$ cat src/rtl/bs_input_chain.sv
`timescale 1ns/1ps
`default_nettype none
// +--------------------------------------------------------------------------+
// | bs_input_chain : input boundary-scan register chain, shift, update.      |
// | Revision 1.0                                                              |
// +--------------------------------------------------------------------------+
module bs_input_chain #(
  parameter int               WIDTH     = 8,
  parameter logic [WIDTH-1:0] UPD_RESET = {WIDTH{1'b0}}
) (
  input  logic                       TCK,
  input  logic                       TRST,
  input  logic [WIDTH-1:0]           InputPin,
  input  logic                       FromPreviousBSCell,
  input  logic                       CaptureDR,
  input  logic                       ShiftDR,
  input  logic                       UpdateDR,
  input  logic                       TestMode,
  output logic                       ToNextBSCell,
  output logic [WIDTH-1:0]           ToCore,
  output logic [$clog2(WIDTH+1)-1:0] ShiftCount,
  output logic                       ChainLoaded
);

  localparam int            CW     = $clog2(WIDTH+1);
  localparam logic [CW-1:0] C_FULL = CW'(WIDTH);

  logic [WIDTH-1:0] sr_q, sr_d;
  logic [WIDTH-1:0] upd_q, upd_d;
  logic [CW-1:0]    cnt_q, cnt_d;
  logic             tdo_q, tdo_d;

  // Strobe priority: capture over shift over update.
  always_comb begin
    sr_d  = sr_q;
    upd_d = upd_q;
    cnt_d = cnt_q;
    if (CaptureDR) begin
      sr_d  = InputPin;
      cnt_d = '0;
    end else if (ShiftDR) begin
      sr_d = {FromPreviousBSCell, sr_q[WIDTH-1:1]};
      if (cnt_q != C_FULL) begin
        cnt_d = cnt_q + CW'(1);
      end
    end else if (UpdateDR) begin
      upd_d = sr_q;
    end
  end

  always_comb begin
    tdo_d = tdo_q;
    if (ShiftDR) begin
      tdo_d = sr_q[0];
    end
  end

  always_ff @(posedge TCK or negedge TRST) begin
    if (!TRST) begin
      sr_q  <= '0;
      upd_q <= UPD_RESET;
      cnt_q <= '0;
    end else begin
      sr_q  <= sr_d;
      upd_q <= upd_d;
      cnt_q <= cnt_d;
    end
  end

  // Serial output retimed on the falling edge so the next cell samples a stable bit.
  always_ff @(negedge TCK or negedge TRST) begin
    if (!TRST) begin
      tdo_q <= 1'b0;
    end else begin
      tdo_q <= tdo_d;
    end
  end

  assign ToNextBSCell = tdo_q;
  assign ToCore       = TestMode ? upd_q : InputPin;
  assign ShiftCount   = cnt_q;
  assign ChainLoaded  = (cnt_q == C_FULL);

endmodule
`default_nettype wire

$ cat config.mk
export PLATFORM = sky130hd
export DESIGN_NAME = bs_input_chain
export DESIGN_NICKNAME = d
export VERILOG_FILES = /design/src/rtl/bs_input_chain.sv
export SDC_FILE = /design/constraint.sdc
export NUM_CORES = 1
export LEC_CHECK = 0
export CAP_MARGIN = 20
export CORE_MARGIN = 1.5
export CORE_UTILIZATION = 25
export DETAILED_ROUTE_END_ITERATION = 16
export SYNTH_ARGS = -nofsm -noshare
export SYNTH_HDL_FRONTEND = slang
export SYNTH_SLANG_ARGS = --single-unit
$ cat constraint.sdc
create_clock -name TCK -period 1.3 [get_ports TCK]
set_input_delay 0.13 -clock TCK [delete_from_list [all_inputs] [get_ports TCK]]
set_output_delay 0.13 -clock TCK [all_outputs]
set_load 0.02 [all_outputs]
==> results.yml <==
critical_path:
  slowest_stage: "dfrtn_1"
  crit_buf_inv: 1
  path_cells: "buf_6"
  critical_path_required_ns: 1.17
  cpLargestDelayFamily: "flip-flops"
  crit_type: "register to output pin"
  critical_path.max_fanout: 2
  startpoint: "ToNextBSCell$_DFFE_NN0P_"
  cp_slowest_stage_delay_ns: 0.42
  end_kind: "output pin"
  crit_path_start_kind: "register"
  crit_arrival_ns: 1.46
  r2r-start: "sr_q[0]$_DFFE_PN0P_"
route:
  routed-via-count: 804
  drtIter0Drc: 33
  routedWlPerCell_um: 12.2
  drcViolationCount: 0
  totalWireLength_um: 2230
  first_pass_iters: 2
  via_per_inst: 4.39
  ant_nets: 0
logic_synthesis:
  yosys_register_bits: 21
  syn_area_um2: 1030
  synth_top_area_share_pct: 48.4
  syn_avg_cell_area_um2: 11.9
  synth_top_cells_by_area: "dfrtp_1, mux2_2, mux2i_1"
  yosysSeqAreaShare_pct: 50.8
  syn_nets: 104
  yosysTopAreaCell: "dfrtp_1"
  ys_types: 19
  synth_warnings: 0
  netlist_instances: 87
die:
  core_um2: 4000
  die_area_um2: 4530
  die_x_um: 67.3
  start_util_pct: 25.9
  fp-row-count: 23
  die_y_um: 67.3
  ios: 29
grt:
  antenna_found_initial: 0
  grt.total_usage_pct: 10.5
  grt_max_degree: 23
  grt_use_met3_pct: 3.00
  grtUsageMet2_pct: 18.3
  grt-busiest-layer: "met2"
  grt_overflow_total: 0
  grt_pass1_wl_um: 3600
  met1_usage_pct: 13.2
  grt_pass1_vias: 808
place:
  pre_cts_slack_ns: -0.475
  placed_area_um2: 1520
  io_buffers: 28
  globalplace.congestion: 0.759
  hpwl_um: 1690
cells_and_area:
  area_growth_pct: 49.5
  diodes: 0
  finalInstanceArea_um2: 1550
  drive_gt1_share_pct: 42.9
  fin_nets: 151
timing:
  fin_skew_ns: 0.0131
  hold_violations: 0
  tns_ns: -0.526
  rsz0062_at_grt: "yes"
  worstMarginPinSlew_ns: 0.255
  fin_ws_ns: -0.295
  finalSetupViolCount: 4
  maxSlewViolCount: 0
  slew_headroom_pct: 83.0
clock_network:
  clock_path_buffers: 2
  cts_tree: "done"
  cts_buffers: 3
  hold_buffers: 0
  clkSlewWorstSetupHoldPaths_ns: 0.07
  ctsHtreeMaxLevel: 1
  clock_latency_ns: 0.27
  clockRootBuffer: "clkbuf_8"
  clock-sinks: 21
worst_hold_path:
  min_path_type: "input port to asynchronous set/reset pin"
power:
  leakage_nw: 0.727
  p_per_area_nw_per_um2: 1090
  vdd_drop_max_mv: 0.706
run_status:
  status: "finished with violations"
  violations: "setup timing"
job:
  drv_cap: 0
-- metrics by stage --
| stage | std cells | util, % | power (mW) | hold WS, ns |
|---|---|---|---|---|
| 3_5_place_dp | 178 | 38.1 | 1.31 | 0.495 |
| 4_1_cts | 183 | 39.2 | 1.73 | 0.341 |
| 5_1_grt | 183 | 38.7 | 1.78 | 0.347 |
| 3_3_place_gp | 178 | 38.1 | 1.30 | 0.486 |
| 6_report | 183 | 38.7 | 1.69 | 0.331 |
| 2_1_floorplan | 87 | - | 1.06 | -0.166 |
-- kinds of logic (layout without fill, tap and decap cells) --
group           after synthesis  after routing  synth area share (%)
compound gates               10             10                  5.08
simple gates                 20             20                  9.92
mux                          27             27                  28.3
flops                        21             21                  50.8
buf+inv                       6             52                  2.66
fa+ha+maj                     2              2                  2.42
xor+xnor                      1              1                 0.847
-- sequential cells by signal, summed over array words and instances, names as in the netlist --
| name | count |
|---|---|
| sr_q | 8 |
| upd_q | 8 |
| ShiftCount | 4 |
| ToNextBSCell | 1 |
-- timing repair --
| action | CTS | global route |
|---|---|---|
| setup buffers | 1 | 0 |
| endpoints found under the setup margin | 26 | 11 |
| gates resized for setup | 49 | 6 |
-- per-layer routing --
layer	vias to the layer above	share of wire (%)	wire, um
met2	22	48	1080
li1	396	-	-
met1	384	46	1030
met3	2	5.1	114
met4	0	0.45	10
met5	-	0	0
-- cells in the mapped netlist --
library cell,count
a21oi_1,1
buf_2,1
buf_4,1
clkbuf_1,2
dfrtn_1,1
dfrtp_1,20
ha_1,2
inv_1,2
mux2_2,18
mux2i_1,9
nand2_1,11
nand2b_1,2
nand4_1,1
nor2_1,4
nor3b_4,1
o21a_1,1
o21ai_0,8
or3b_1,1
xor2_1,1
-- cell type report --
class	count	area (um^2)
inverters	2	7.51
clock buffers	4	45.0
flip-flops and latches	21	528
multi-input cells	60	513
well taps	50	62.6
repair buffers	46	390
fillers	404	2450
-- placed cells by master, fill, tap and decap left out, types with 2 or more instances in the layout --
cell,instances
buf_4,17
clkdlybuf4s50_1,12
nand2b_1,2
mux2_2,16
nor2_1,4
nand2_1,10
buf_6,3
buf_2,7
dfrtp_2,2
dfrtp_1,18
dlygate4sd2_1,5
clkbuf_8,3
mux2_4,2
inv_2,2
mux2i_1,9
o21ai_0,8
-- power by group --
part           switching (mW)  leakage (nW)  internal [mW]
Combinational           0.204         0.446          0.254
Clock                   0.207        0.0228          0.218
Sequential             0.0548         0.259          0.748
-- final timing paths --
| check | slack, ns | cells after the start | to |
|---|---|---|---|
| max | -0.29 | 1 | ToNextBSCell |
| min | 0.33 | 2 | ShiftCount[3]$_DFFE_PN0P_ |
| max reg2reg | -0.12 | 1 | ToNextBSCell$_DFFE_NN0P_ |
| min reg2reg | 0.51 | 1 | upd_q[5]$_DFFE_PN0P_ |
| max in group asynchronous | 0.53 | 1 | ToNextBSCell$_DFFE_NN0P_ |
| min in group TCK | 0.46 | 3 | sr_q[6]$_DFFE_PN0P_ |
No activity file was read; power rests on OpenSTA's default activity.
